===== config.mk =====
export PLATFORM = sky130hd
export DESIGN_NAME = branch_pc_unit
export DESIGN_NICKNAME = d
export VERILOG_FILES = /design/src/rtl/branch_pc_unit_pkg.sv /design/src/rtl/branch_cond_eval.sv /design/src/rtl/branch_pc_unit.sv
export SDC_FILE = /design/constraint.sdc
export NUM_CORES = 1
export LEC_CHECK = 0
export ABC_AREA = 1
export CORE_MARGIN = 1
export CORE_UTILIZATION = 46
export CTS_CLUSTER_DIAMETER = 80
export DETAILED_ROUTE_END_ITERATION = 10
export MAX_ROUTING_LAYER = met4
export PLACE_DENSITY = 0.9
export SLEW_MARGIN = 20
export SYNTH_ARGS = -nofsm -noshare
export SYNTH_HDL_FRONTEND = slang
export SYNTH_SLANG_ARGS = --single-unit

===== constraint.sdc =====
create_clock -name clk -period 2 [get_ports clk]
set_input_delay 0.6 -clock clk [delete_from_list [all_inputs] [get_ports clk]]
set_output_delay 0.6 -clock clk [all_outputs]
set_load 0.01 [all_outputs]

===== src/rtl/branch_pc_unit_pkg.sv =====
// Shared processor-wide definitions: branch condition codes and the
// {Z,N,C,V} condition-flag layout.
package branch_pc_unit_pkg;

  // Branch condition codes as carried in the instruction.
  typedef enum logic [2:0] {
    COND_NEVER  = 3'b000,
    COND_ALWAYS = 3'b001,
    COND_EQ     = 3'b010,
    COND_NE     = 3'b011,
    COND_LT     = 3'b100,
    COND_GE     = 3'b101,
    COND_LTU    = 3'b110,
    COND_GEU    = 3'b111
  } cond_e;

  // Bit positions of each flag inside the 4-bit flag word.
  localparam int FLAG_Z = 3;
  localparam int FLAG_N = 2;
  localparam int FLAG_C = 1;
  localparam int FLAG_V = 0;

  // Structured view of the flag word; field order matches the bit positions.
  typedef struct packed {
    logic z;
    logic n;
    logic c;
    logic v;
  } flags_t;

endpackage


===== src/rtl/branch_cond_eval.sv =====
// Combinational branch-condition evaluator: decides whether the presented
// condition code holds for the given effective flags.
module branch_cond_eval
  import branch_pc_unit_pkg::*;
(
  input  cond_e  branch_cond,
  input  flags_t eff_flags,
  output logic   cond_true
);

  logic signed_lt_s;

  // Signed less-than is N xor V; shared by LT and GE.
  always_comb begin
    signed_lt_s = eff_flags.n ^ eff_flags.v;
  end

  // Decode the condition code against the effective flags.
  always_comb begin
    cond_true = 1'b0;
    case (branch_cond)
      COND_NEVER:  cond_true = 1'b0;
      COND_ALWAYS: cond_true = 1'b1;
      COND_EQ:     cond_true = eff_flags.z;
      COND_NE:     cond_true = ~eff_flags.z;
      COND_LT:     cond_true = signed_lt_s;
      COND_GE:     cond_true = ~signed_lt_s;
      COND_LTU:    cond_true = ~eff_flags.c;
      COND_GEU:    cond_true = eff_flags.c;
      default:     cond_true = 1'b0;
    endcase
  end

endmodule


===== src/rtl/branch_pc_unit.sv =====
// Branch/PC unit: flag register with same-cycle forwarding, branch decision,
// program counter, one-cycle flush pulse and saturating taken-branch count.
// Every output is driven straight from a register.
module branch_pc_unit
  import branch_pc_unit_pkg::*;
#(
  parameter int               PC_W        = 16,
  parameter logic [PC_W-1:0]  RESET_PC    = '0,
  parameter int               INSTR_BYTES = 4,
  parameter int               CNT_W       = 8
) (
  input  logic             clk,
  input  logic             rst,
  input  logic             stall,
  input  logic             flags_we,
  input  logic [3:0]       alu_flags,
  input  logic             branch_valid,
  input  logic [2:0]       branch_cond,
  input  logic [PC_W-1:0]  branch_target,
  output logic [PC_W-1:0]  pc,
  output logic [3:0]       flags,
  output logic             flush,
  output logic [CNT_W-1:0] taken_cnt
);

  // Sequential step and the mask that clears the sub-instruction address bits.
  localparam logic [PC_W-1:0]  PC_STEP    = PC_W'(INSTR_BYTES);
  localparam logic [PC_W-1:0]  ALIGN_MASK = ~(PC_STEP - {{(PC_W-1){1'b0}}, 1'b1});
  localparam logic [CNT_W-1:0] CNT_MAX    = '1;

  logic [PC_W-1:0]  pc_r;
  logic [3:0]       flags_r;
  logic             flush_r;
  logic [CNT_W-1:0] taken_cnt_r;

  flags_t           eff_flags_s;
  logic             cond_true_s;
  logic             take_s;
  logic [PC_W-1:0]  pc_next_s;
  logic [CNT_W-1:0] cnt_next_s;

  // Forward the ALU flags when they are written this cycle.
  always_comb begin
    eff_flags_s = flags_t'(flags_r);
    if (flags_we) begin
      eff_flags_s = flags_t'(alu_flags);
    end else begin
      eff_flags_s = flags_t'(flags_r);
    end
  end

  branch_cond_eval u_cond_eval (
    .branch_cond (cond_e'(branch_cond)),
    .eff_flags   (eff_flags_s),
    .cond_true   (cond_true_s)
  );

  // Branch decision, next PC and saturating counter increment.
  always_comb begin
    take_s     = branch_valid & ~stall & cond_true_s;
    pc_next_s  = pc_r;
    cnt_next_s = taken_cnt_r;
    if (stall) begin
      pc_next_s = pc_r;
    end else if (take_s) begin
      pc_next_s = branch_target & ALIGN_MASK;
    end else begin
      pc_next_s = pc_r + PC_STEP;
    end
    if (take_s && (taken_cnt_r != CNT_MAX)) begin
      cnt_next_s = taken_cnt_r + {{(CNT_W-1){1'b0}}, 1'b1};
    end else begin
      cnt_next_s = taken_cnt_r;
    end
  end

  // State registers; reset wins over stall and branch in the same cycle.
  always_ff @(posedge clk) begin
    if (rst) begin
      pc_r        <= RESET_PC;
      flags_r     <= 4'b0000;
      flush_r     <= 1'b0;
      taken_cnt_r <= '0;
    end else begin
      pc_r        <= pc_next_s;
      flush_r     <= take_s;
      taken_cnt_r <= cnt_next_s;
      if (flags_we) begin
        flags_r <= alu_flags;
      end
    end
  end

  assign pc        = pc_r;
  assign flags     = flags_r;
  assign flush     = flush_r;
  assign taken_cnt = taken_cnt_r;

endmodule


* Word-level counts from Yosys, hierarchy flattened
Index checks and enable logic that the tools add are counted.
** Word-level totals
- Word-level logic and storage cells :: 26
- Input port bits :: 28
- Flip-flop bits (word level) :: 29
- Output and inout port bits :: 29
** Operators by class
- Reductions and logical operators :: 2
- Add/sub/neg operators :: 2
- Bitwise operators :: 7
- Mux-type cells :: 3
- Eq/ne operators :: 8
** Operators with widths (count)
- $add A16 B3 Y16 const B :: 1
- $mux W16 :: 1
- $eq A3 B3 Y1 const B :: 4
- $add A8 B1 Y8 const B :: 1
- $ne A8 B8 Y1 const B :: 1
- $pmux W1 S8 :: 1
- $eq A3 B2 Y1 const B :: 2
- $mux W4 :: 1
- $not A1 Y1 :: 4
- $eq A3 B1 Y1 const B :: 1
- $logic_not A3 Y1 :: 1
- $and A1 B1 Y1 :: 2
- $logic_and A1 B1 Y1 :: 1
- $xor A1 B1 Y1 :: 1

* Depth between registers and ports, before layout
- Depth in word-level cells :: 6
- Depth in mapped cells :: 13
- Depth with buffers taken out :: 12

* Cells and area by module
Synthesis repeated with hierarchy kept, for this count alone.
** Second synthesis, totals
- Cells, all modules :: 266
- Area total of the unflattened synthesis :: 1682.9 um^2
** Modules (own cells, without submodules)
- branch_pc_unit :: cells each 245, area each 1595.3 um^2, instances 1, sequential area each 540.5 um^2
- branch_cond_eval :: cells each 21, area each 87.6 um^2, instances 1, sequential area each 0.0 um^2

* Worst setup path before layout
Ideal clock, no wire load.
- Kind :: input -> register
- From :: input flags_we
- To :: register taken_cnt_r[0], in the netlist taken_cnt[0]
- Stages :: 12
- Slack :: 0.309 ns
- Required time :: 1.886 ns
- Buffers on the path :: 2
- Setup time :: 0.114 ns
- Arrival :: 1.577 ns
- Cells stage by stage :: buf_6 inv_6 nand2_1 nand2_1 nand2_1 nand2_1 nand2_2 nand4_4 buf_6 nand3_4 nor2_1 nor2_2
** Between the ends
- Longest elaborated chain between the ends :: 6
- Elaborated cells on any way between the ends :: 8
- Those cells by class :: 2 x mux; 5 x bitwise; 1 x reduce/logical
** RTL lines
- start: declaration :: line branch_pc_unit.sv:15 : input logic flags_we,
- $mux W4 *
- $xor A1 B1 Y1 :: line branch_cond_eval.sv:15 : signed_lt_s = eff_flags.n ^ eff_flags.v;
- $not A1 Y1 :: line branch_cond_eval.sv:27 : COND_GE: cond_true = ~signed_lt_s;
- $pmux W1 S8 * :: line branch_cond_eval.sv:21 : case (branch_cond)
- $and A1 B1 Y1 * :: line branch_pc_unit.sv:60 : take_s = branch_valid & ~stall & cond_true_s;
- $logic_and A1 B1 Y1 * :: line branch_pc_unit.sv:70 : if (take_s && (taken_cnt_r != CNT_MAX)) begin
- end signal: assignment :: line branch_pc_unit.sv:87 : taken_cnt_r <= cnt_next_s;
- end: declaration :: line branch_pc_unit.sv:34 : logic [CNT_W-1:0] taken_cnt_r;
Every way passes the cells marked *; elsewhere a longest branch is shown, timed or not.
A chain may end at the register's enable or synchronous reset.

* Final worst setup path
- From :: input alu_flags[2]
- To :: register taken_cnt_r[7], in the netlist taken_cnt[7]
** Between the ends
- Longest elaborated chain between the ends :: 6
** RTL lines
- start: declaration :: line branch_pc_unit.sv:16 : input logic [3:0] alu_flags,
- $mux W4 *
- $xor A1 B1 Y1 * :: line branch_cond_eval.sv:15
- $not A1 Y1 :: line branch_cond_eval.sv:27
- $pmux W1 S8 * :: line branch_cond_eval.sv:21
- $and A1 B1 Y1 * :: line branch_pc_unit.sv:60
- $logic_and A1 B1 Y1 * :: line branch_pc_unit.sv:70
Marks and branches as above.

==> reports/metrics.csv <==
metric,value,unit
status,"complete, no violations",
CP dominant cell by count,nand2_1,
initial antenna violation count,0,
Iter 0 DRT Violations,180,
post-DR wirelength/cell,11.24,um
maxcap violations,0,
first-pass GRT wire length,7245,um
crit start category,input pin,
vias per cell,5.141,
pwr/cell area,523.8,nW/um^2
# diodes,0,
Final Util,68.62,%
layout cells sized above 1,11.01,%
DRT Pass-1 Iters,4,
routability congestion estimate,0.8817,
Unique masters post-synth,30,
cts bufs inserted,3,
Routed Antenna Nets,0,
"most common cell after layout, fill and taps aside",nand2_1,
Critical path buffers and inverters,4,
warnings from Yosys,0,
total power draw,1.326,mW
Setup-failing EPs final,0,
worst path required time,2.21,ns
H-tree depth,1,
largest net degree at the start of global routing,19,
Final Skew,0.001718,ns
Clock Root Buffer,clkbuf_8,
Crit Path Max Fanout,6,
worst hold path type,reg2reg,
Avg Inst Size Synth,6.546,sq um
final hold vios,0,
Worst-Skew Late Latency,0.28,ns
Final Non-Filler Cells,384,
Chip Width,64.22,um
Worst Setup End Kind,flop,
post-synthesis adder-cell area fraction,1.405,%
Ports,57,
Site Rows,22,
highest-delay cell along the critical path,clkdlybuf4s50_1,
Core ar.,3689,sq um
most frequent cells in the layout,"65 x nand2_1, 48 x clkdlybuf4s50_1, 43 x nor2_1",
P_leak,1.093,nW
crit-path cells,clkdlybuf4s50_1 > inv_1 > nand2_1 > nand2_1 > nand2_1 > nand3_1 > nand4_4 > buf_6 > buf_12 > nand4_1 > a21oi_1,
TritonCTS clock tree,built,
Compound-Gate Fraction of Synth Area,9.065,%
Total Wirelength,4315,um
Worst EP arrival,2.12,ns
fin crit share,95.34,%
initial core utilization,48.27,%
Global Route Usage Sum,22.56,%
hold buffers post-CTS,0,
clock buffer depth,2,
Synth Area in XOR/XNOR,8.855,%
die height,64.22,um
Placed Cells,379,
peak supply drop,459.1,uV
f_max,0.5244,GHz
"Seq/Total Area, Yosys",30.36,%
Final #Nets,367,
area growth from synthesis to final layout,42.16,%
largest family of logic cells by synthesized area,simple AND/OR/NAND/NOR gates,
mapped cell area,1780,sq um
HPWL reported at the end of detailed placement,3201,um
mux share of post-synthesis cell area,0,%
Synth Area in Simple Gates,40.27,%
Die Area,4124,sq um
vias,1974,
Buffers on Ports,52,
vias in the first global route,1740,
Pins Over Slew Limit,0,
total congestion overflow,0,
"FF+latch count, synth",27,
post-route minimum period,1.907,ns
Clock transition at path regs,0.09,ns
CTS sink cnt,27,
Crit path max-delay family,buffers and inverters,
DRC,0,
Syn Inst Count,272,
"slowest stage delay, CP",0.48,ns
Fin Setup TNS,0,ns
worst setup path category,in2reg,
[worst paths after layout]
check                      end  cells after the start    startpoint  slack (ns)
hold / removal    taken_cnt[1]                      2  taken_cnt[1]        0.52
hold reg to reg   taken_cnt[1]                      2  taken_cnt[1]        0.52
setup reg to reg  taken_cnt[0]                      8  taken_cnt[0]        0.37
setup / recovery  taken_cnt[7]                     11  alu_flags[2]        0.09
[stage by stage]
stage	hold slack [ns]	worst slack, ns	instance area [sq um]
2_1_floorplan	0.5203	0.3090	1784
6_report	0.5233	0.09317	2531
3_5_place_dp	0.5108	-0.3488	2447
5_1_grt	0.5571	-0.004827	2531
3_3_place_gp	0.4960	-0.2978	2447
4_1_cts	0.5262	0.02793	2519
[routing by layer]
layer | track usage, % | routed length (um) | vias up
met5 | - | 0 | -
met4 | 6.111 | 61 | 0
met3 | 4.464 | 253 | 9
met2 | 41.49 | 2227 | 65
met1 | 24.51 | 1772 | 896
li1 | - | - | 1004
[worst register-to-register path, delay by kind of cell (launching register included)]
family | cells | cell delay (ns)
fa+ha+maj | 1 | 0.23
simple gates | 7 | 0.92
flops | 1 | 0.40
[cell type report]
cell class                      count  area, sq um
Timing Repair Buffer               71        709.4
Sequential cell                    27        540.5
Tap cell                           48        60.06
Multi-Input combinational cell    212         1089
Clock buffer                        4        45.04
Fill cell                         318         1157
Inverter                           22        87.58
[sequential cells by signal, summed over array words and instances, names as in the netlist]
register and count:
flush 1, flags 4, taken_cnt 8, pc 14
[cells in the mapped netlist (all sizes together)]
library cell	n	area share [%]
nand2	68	15
nor2	46	10
nand3	31	9.7
dfxtp	27	30
inv	21	4.7
a21oi	17	5.2
xor2	12	5.9
o21ai	10	3.0
nand4	9	4.0
buf	8	3.9
nor3	6	1.7
xnor2	6	3.0
clkbuf	5	1.1
ha	2	1.4
a21boi	1	0.42
clkinv	1	0.21
conb	1	0.21
o211ai	1	0.42
[what timing repair did]
| action | CTS | global route |
|---|---|---|
| hold endpoints to repair | 0 | 0 |
| endpoints found under the setup margin | 17 | 23 |
| buffers inserted | 0 | 0 |
| gates resized for setup | 6 | 4 |
| cloned | 1 | 0 |
| pin swaps | 1 | 0 |
[report_power, final]
| group | leakage (nW) | switching (mW) | internal, mW |
|---|---|---|---|
| Clock | 0.0228 | 0.177 | 0.143 |
| Sequential | 0.222 | 0.0338 | 0.567 |
| Combinational | 0.848 | 0.192 | 0.212 |
[cell families after synthesis]
kind of cell / after synthesis
compound gates: 29
flops: 27
simple gates: 160
buf+inv: 35
xor+xnor: 18
other cells: 1
fa+ha+maj: 2
Note: power is estimated with default switching activity, not from simulation.
